**config.mk**
```make
export PLATFORM = sky130hd
export DESIGN_NAME = pc_sequencer
export DESIGN_NICKNAME = d
export VERILOG_FILES = /design/src/rtl/pc_sequencer.sv
export SDC_FILE = /design/constraint.sdc
export NUM_CORES = 1
export LEC_CHECK = 0
export BUFFER_PORTS_ARGS = -buffer_cell sky130_fd_sc_hd__buf_2
export CORE_ASPECT_RATIO = 1.75
export CORE_MARGIN = 3
export CORE_UTILIZATION = 35
export CTS_BUF_LIST = sky130_fd_sc_hd__clkbuf_8
export DETAILED_ROUTE_END_ITERATION = 6
export SLEW_MARGIN = 40
export SYNTH_ARGS = -nofsm -noshare
export SYNTH_HDL_FRONTEND = slang
export SYNTH_SLANG_ARGS = --single-unit
```
**constraint.sdc**
```tcl
create_clock -name CLK -period 3.37 [get_ports CLK]
set_input_delay 0.1685 -clock CLK [delete_from_list [all_inputs] [get_ports CLK]]
set_output_delay 0.1685 -clock CLK [all_outputs]
set_load 0.03 [all_outputs]
```
**src/rtl/pc_sequencer.sv**
```systemverilog
// ============================================================================
// Module   : pc_sequencer
// Purpose  : Multicycle PC control FSM with fetch/memory stalls, fetch timeout
//            and LUT-based relative branch targets.
// Revision : 1.0
// ============================================================================
`default_nettype none

module pc_sequencer #(
   parameter int INIT_CYCLES = 2,
   parameter int LUT_DEPTH   = 16,
   parameter int CNT_W       = 16,
   parameter int FETCH_TMO   = 8
) (
   input  logic                         CLK,
   input  logic                         Init_n,
   input  logic                         Start,
   input  logic                         Instr_valid,
   input  logic                         Branch_req,
   input  logic                         Cond_true,
   input  logic [7:0]                   Target_idx,
   input  logic                         Halt_req,
   input  logic                         Mem_busy,
   input  logic                         Lut_we,
   input  logic [$clog2(LUT_DEPTH)-1:0] Lut_addr,
   input  logic [7:0]                   Lut_wdata,
   output logic                         Pc_init,
   output logic                         Pc_advance,
   output logic                         Branch_rel_en,
   output logic [7:0]                   Target,
   output logic                         Halt,
   output logic                         Fault,
   output logic [2:0]                   State,
   output logic [CNT_W-1:0]             Cycle_count
);

   localparam int AW = $clog2(LUT_DEPTH);
   localparam int IW = $clog2(INIT_CYCLES + 1);
   localparam int TW = $clog2(FETCH_TMO + 1);
   localparam logic [IW-1:0] c_init_last = IW'(INIT_CYCLES - 1);
   localparam logic [TW-1:0] c_tmo_last  = TW'(FETCH_TMO - 1);

   typedef enum logic [2:0] {
      S_IDLE   = 3'd0,
      S_INIT   = 3'd1,
      S_FETCH  = 3'd2,
      S_EXEC   = 3'd3,
      S_BRANCH = 3'd4,
      S_HALTED = 3'd5
   } state_t;

   state_t           r_state;
   state_t           w_next;
   logic [IW-1:0]    r_init_cnt;
   logic [TW-1:0]    r_wait_cnt;
   logic [AW-1:0]    r_idx;
   logic             r_fault;
   logic [CNT_W-1:0] r_cycles;
   logic [7:0]       r_lut [LUT_DEPTH];
   logic             w_advance;
   logic             w_start;
   logic             w_timeout;
   logic             w_active;
   logic             w_lut_open;

   always_comb begin
      w_next    = r_state;
      w_advance = 1'b0;
      w_start   = 1'b0;
      w_timeout = 1'b0;
      case (r_state)
         S_IDLE, S_HALTED: begin
            if (Start) begin
               w_start = 1'b1;
               w_next  = S_INIT;
            end
         end
         S_INIT: begin
            if (r_init_cnt == c_init_last) w_next = S_FETCH;
         end
         S_FETCH: begin
            if (Instr_valid) begin
               w_next = S_EXEC;
            end else if (r_wait_cnt == c_tmo_last) begin
               w_timeout = 1'b1;
               w_next    = S_HALTED;
            end
         end
         S_EXEC: begin
            // A memory stall outranks every decoded request.
            if (!Mem_busy) begin
               if (Halt_req) begin
                  w_next = S_HALTED;
               end else if (Branch_req && Cond_true) begin
                  w_next = S_BRANCH;
               end else begin
                  w_advance = 1'b1;
                  w_next    = S_FETCH;
               end
            end
         end
         S_BRANCH: w_next = S_FETCH;
         default:  w_next = S_IDLE;
      endcase
   end

   assign w_active   = (r_state == S_INIT) || (r_state == S_FETCH) ||
                       (r_state == S_EXEC) || (r_state == S_BRANCH);
   assign w_lut_open = (r_state == S_IDLE) || (r_state == S_HALTED);

   always_ff @(posedge CLK or negedge Init_n) begin
      if (!Init_n) begin
         r_state    <= S_IDLE;
         r_init_cnt <= '0;
         r_wait_cnt <= '0;
         r_idx      <= '0;
         r_fault    <= 1'b0;
         r_cycles   <= '0;
      end else begin
         r_state    <= w_next;
         r_init_cnt <= (r_state == S_INIT) ? r_init_cnt + 1'b1 : '0;
         r_wait_cnt <= (r_state == S_FETCH && !Instr_valid) ? r_wait_cnt + 1'b1 : '0;
         if (r_state == S_EXEC) r_idx <= Target_idx[AW-1:0];
         if (w_start)        r_fault <= 1'b0;
         else if (w_timeout) r_fault <= 1'b1;
         if (w_start)                          r_cycles <= '0;
         else if (w_active && (r_cycles != '1)) r_cycles <= r_cycles + 1'b1;
      end
   end

   // LUT contents are deliberately left unreset.
   always_ff @(posedge CLK) begin
      if (Lut_we && w_lut_open) r_lut[Lut_addr] <= Lut_wdata;
   end

   assign Pc_init       = (r_state == S_INIT);
   assign Pc_advance    = w_advance;
   assign Branch_rel_en = (r_state == S_BRANCH);
   assign Target        = (r_state == S_BRANCH) ? r_lut[r_idx] : 8'h00;
   assign Halt          = (r_state == S_HALTED);
   assign Fault         = r_fault;
   assign State         = r_state;
   assign Cycle_count   = r_cycles;

endmodule

`default_nettype wire

```
; Yosys cells after proc, flatten, opt, wreduce, memory -nomap -nowiden
; Memories as Yosys holds them, arrays and structs flattened.
; Cells that the tools add are included.
[word_totals]
reg_bits = 30
ramBits = 128
inputBits = 29
out_inout_bits = 32
word_cells = 62
memories = 1
[op_classes]
n_addsub = 3
n_eq_ne = 12
n_mux = 26
n_reduce_logical = 14
[mem_list]
columns = memory, depth, word_bits, read_ports, rd_clocked_by_memory_dff, wr, line_no
row1 = r_lut, 16, 8, 1, 0, 1, 59  ; logic [7:0] r_lut [LUT_DEPTH];
[op_table]
columns = operator, count
row1 = two-way mux 16 bit, 2
row2 = two-way mux 3 bit, 7
row3 = "adder 16 x 1 -> 16 bit, second input constant", 1
row4 = "inequality test 16 bit, second input constant", 1
row5 = case mux 3 bit (5 select lines), 1
row6 = two-way mux 1 bit, 13
row7 = two-way mux 8 bit, 1
row8 = "equality test 3 x 2 -> 1 bit, second input constant", 2
row9 = "equality test 3 bit, second input constant", 2
row10 = "adder 4 x 1 -> 4 bit, second input constant", 1
row11 = "equality test 4 x 3 -> 1 bit, second input constant", 1
row12 = logical AND 1 bit, 4
row13 = logical OR 1 bit, 4
row14 = two-way mux 4 bit, 1
row15 = "inequality test 2 bit, second input constant", 2
row16 = AND reduction 4 bit, 1
row17 = nonzero test 2 bit, 2
row18 = "equality test 3 x 1 -> 1 bit, second input constant", 1
row19 = zero test 3 bit, 1
row20 = "inequality test 3 bit, second input constant", 1
row21 = "adder 2 x 1 -> 2 bit, second input constant", 1
row22 = "equality test 2 x 1 -> 1 bit, second input constant", 1
row23 = two-way mux 2 bit, 1
row24 = "inequality test 2 x 1 -> 1 bit, second input constant", 1
row25 = other kinds (2), 2

; Logic depth before layout (Yosys ltp)
[depth]
depth_word = 7
ltp_mapped = 6
ltp_nobuf = 6

; Worst setup path before layout
; No wires, ideal clock.
[synth_timing]
kind = flip-flop to flip-flop
start = reg r_state[2] (netlist: State[2])
end = mem r_lut[1][0] (enable)
setup_ns = 0.383
arrival_ns = 2.167
required_time_ns = 2.987
path_slack_ns = 0.820
stages_incl_launch_ff = 6
n_path_buf = 1
synth_period_minus_slack_ns = 2.550
path_cell_list = dfrtp_1 buf_2 xnor2_1 nand3_1 or3b_2 nor3_1
[synth_between]
elab_chain_cells = 5
word_cells_on_any_way = 6
cone_classes = eq/ne (1) / mux (2) / reduce/logical (3)
[synth_lines]
columns = element, line_no
row1 = from (decl), 52  ; state_t r_state;
row2 = from (signal assigned), 120  ; r_state <= w_next;
row3 = equality test 3 bit or zero test 3 bit (tied branches), 109  ; assign w_lut_open = (r_state == S_IDLE) || (r_state == S_HALTED);
row4 = logical OR 1 bit (*), 109
row5 = logical AND 1 bit (*), 133  ; if (Lut_we && w_lut_open) r_lut[Lut_addr] <= Lut_wdata;
row6 = two-way mux 1 bit (*), 133
row7 = two-way mux 1 bit (implied by the code) (*), 133
row8 = to (decl), 59
; Mark *: on every way between the ends. The rest lies on a longest branch, timed or not.

; Worst setup path after layout
[layout_timing]
start = reg r_idx[0]
end = out Target[4]
[layout_between]
elab_chain_cells = 2
[layout_lines]
columns = element, line_no
row1 = from (decl), 56  ; logic [AW-1:0] r_idx;
row2 = from (signal assigned), 123  ; if (r_state == S_EXEC) r_idx <= Target_idx[AW-1:0];
row3 = memory read (16 x 8 bit), -
row4 = two-way mux 8 bit, 139  ; assign Target = (r_state == S_BRANCH) ? r_lut[r_idx] : 8'h00;
row5 = to (decl), 30  ; output logic [7:0] Target,
; No other way between the ends.

==> out/qor.yml <==
drt:
  vias_per_cell: 5.41
  vias: 4055
  first_iter_violations: 320
  drc_errors: 0
  antenna_left: 0
  drt-wirelength-per-cell_microns: 20.3
  drt_first_pass_iters: 4
  routed_wl_microns: 15200
synthesis:
  async_flop_share: 0.190
  synth_top_cell_by_area: "edfxtp_1"
  synth.most_common_cell: "edfxtp_1"
  netlist_instances: 428
  syn_avg_cell_area_sq_um: 15.8
  netlist_top_cells_area: "edfxtp_1 57%, dfrtp_1 11%, mux4_2 5.3%"
  ys_ff_latch: 158
  synth_top_area_frac: 0.570
  synth_commonest_cells: "128 x edfxtp_1, 30 x dfrtp_1, 28 x mux2i_1, 26 x nor2_1, 21 x mux2_2"
  yosysSeqAreaShare: 0.681
  synth_edf_count: 128
  syn_nets: 460
  yosysUniqueCellTypes: 57
  netlist_area_sq_um: 6740
  ys.warnings.count: 0
  synthFlopType: "edfxtp_1"
global_routing:
  grt_pass1_wl_microns: 23700
  gr-total-overflow: 0
  grtUsageTotal: 0.149
  grt_max_degree: 31
  antenna_found_initial: 2
  grt_pass1_vias: 4246
power:
  vdd_drop_max_mv: 0.534
  leakage_nw: 2.81
  p_per_area_nw_per_um2: 738
critical_path:
  crit_fanout: 19
  cp_cell_sequence: "buf_4, mux2_2, o22ai_1, o32ai_1, buf_2"
  crit_buf_inv: 2
  critPathKind: "register to primary output"
  path_depth: 5
  reg2reg_from: "State[2]"
  required_ns: 3.20
  cp-end-kind: "primary output"
  worst-r2r-cell-count: 4
  r2r-end: "r_lut[13][5]"
  worst-r2r-setup-slack_ns: 0.72
  path_delay_family: "flip-flops"
  crit_arrival_ns: 2.65
  critical_path.slowest_cell: "dfrtp_2"
  cp-start-kind: "register"
  max_stage_delay_ns: 0.80
timing:
  rsz0062_at_grt: "no"
  slew_violations: 0
  post-route-period-util: 0.836
  finalSetupViolCount: 0
  tightest_slew_ns: 0.823
  max_slew_margin: 0.449
  timing.hold.ws_ns: 0.0561
  hold_viol_final: 0
  clock_skew_ns: 0.0256
  fmax_mhz: 355
  setup_tns_ns: 0
  fin_crit_ns: 2.82
clock_tree:
  htreeDepth: 4
  cts_hold_buffers: 5
  post_cts_buffers: 0
  cts_tree: "built"
  cts_buffers: 17
  clk_path_buf_depth: 2
  cts.sinks: 158
  clock-root-buffer: "clkbuf_8"
  path_clk_slew_ns: 0.10
  post_cts_resized: 0
  clk_latency_ns: 0.45
finish:
  regArea_sq_um: 4600
  nFillCells: 1710
  multiInputGateArea_sq_um: 2020
  syn_to_final_growth_pct: 15.6
  diodes: 0
  drive_gt1_frac: 0.289
  layout.nets: 531
floorplanning:
  core.rowCount: 66
  fp.dieH_microns: 190
  start_util: 0.360
  die_w_microns: 111
  core_area_sq_um: 18700
  die_area_sq_um: 21000
  pin_count: 61
place:
  io_buffers: 56
  dp_hpwl_microns: 10700
  gp_congestion: 0.845
run_status:
  outcome: "completed"
min_path:
  min-delay-path-class: "primary input to register"
  hold_end: "State[1]"
  min_from: "Mem_busy"
  whs_path_depth: 3
run:
  cap_violations: 0
==> worst reg2reg max path, stage by stage, from the launching register on <==
cell,delay (ns)
dfrtp_1,0.53
xnor2_1,0.35
nand3_1,0.17
or3b_2,0.56
nor2_1,0.66
==> where the power goes <==
group          leakage [nW]  internal, mW  switching, mW  total [mW]
Clock                 0.211         0.638          0.805        1.44
Combinational          1.05         0.775           1.03        1.81
Sequential             1.55          2.24          0.260        2.50
Total                  2.81          3.65           2.10        5.75
==> state kept, by name, summed over array words and instances, names as in the netlist <==
name,count
r_lut,128
Cycle_count,16
r_idx,4
r_wait_cnt,4
Fault,1
State,3
r_init_cnt,2
==> cell type report <==
type | count | share of cell area
clock buffer | 17 | 0.0300
clock inverter | 15 | 0.0246
inverter | 10 | 0.00482
multi-input combinational | 241 | 0.259
sequential | 158 | 0.590
tap | 238 | 0.0382
timing repair buffer | 71 | 0.0536
==> placed cells by master, fill, tap and decap left out, types with 3 or more instances in the layout <==
cell type	count
and3_1	4
mux2_2	21
nand4_1	10
o22ai_1	10
inv_6	4
nand2_1	12
o31ai_1	3
o32ai_1	7
nor2b_1	5
buf_2	56
a31oi_1	4
or4_1	6
or3_1	5
o221ai_1	3
mux2i_1	28
edfxtp_1	128
a21oi_1	7
clkbuf_8	17
clkinv_8	4
mux4_2	16
nor3_1	7
dlygate4sd3_1	5
nand2b_1	6
buf_4	9
dfrtp_1	29
ha_1	3
nor2_1	26
inv_1	10
inv_8	4
nand3_1	11
o211ai_1	4
a22o_1	8
==> metal layers <==
metal / wire length, microns / GRT usage
met1: 5620 / 0.156
met5: 21 / 0
met3: 661 / 0.0356
met2: 8320 / 0.276
met4: 592 / 0.0721
==> logic make-up (layout without fill, tap and decap cells) <==
kind of cell,count (synthesis),in the layout,share of synthesized area
adder cells (fa/ha/maj),3,3,0.00557
flip-flops,158,158,0.681
multiplexers,65,65,0.130
XOR/XNOR,3,3,0.00390
AND/OR/NAND/NOR,109,109,0.0933
buffers and inverters,29,113,0.0191
AO/OA/AOI/OAI,61,61,0.0668
==> worst max-delay path by stage <==
stage	start	to	slack, ns
2_1_floorplan	State[2]	r_lut[1][0]	0.82
3_3_place_gp	State[2]	r_lut[13][1]	0.83
3_5_place_dp	State[2]	r_lut[13][1]	0.76
4_1_cts	r_idx[0]	Target[4]	0.51
5_1_grt	r_idx[0]	Target[4]	0.39
6_report	r_idx[0]	Target[4]	0.55
==> metrics by stage <==
stage               cell area [sq um]  worst slack [ns]  cells  power [mW]   util
floorplan                        6740             0.820    428        3.81      -
global placement                 7320             0.832    713        4.34  0.390
detailed placement               7320             0.759    713        4.38  0.390
CTS                              7790             0.505    750        5.83  0.416
global route                     7790             0.390    750        6.07  0.416
finish                           7790             0.554    750        5.75  0.416
Note: power is estimated with default switching activity, not from simulation.
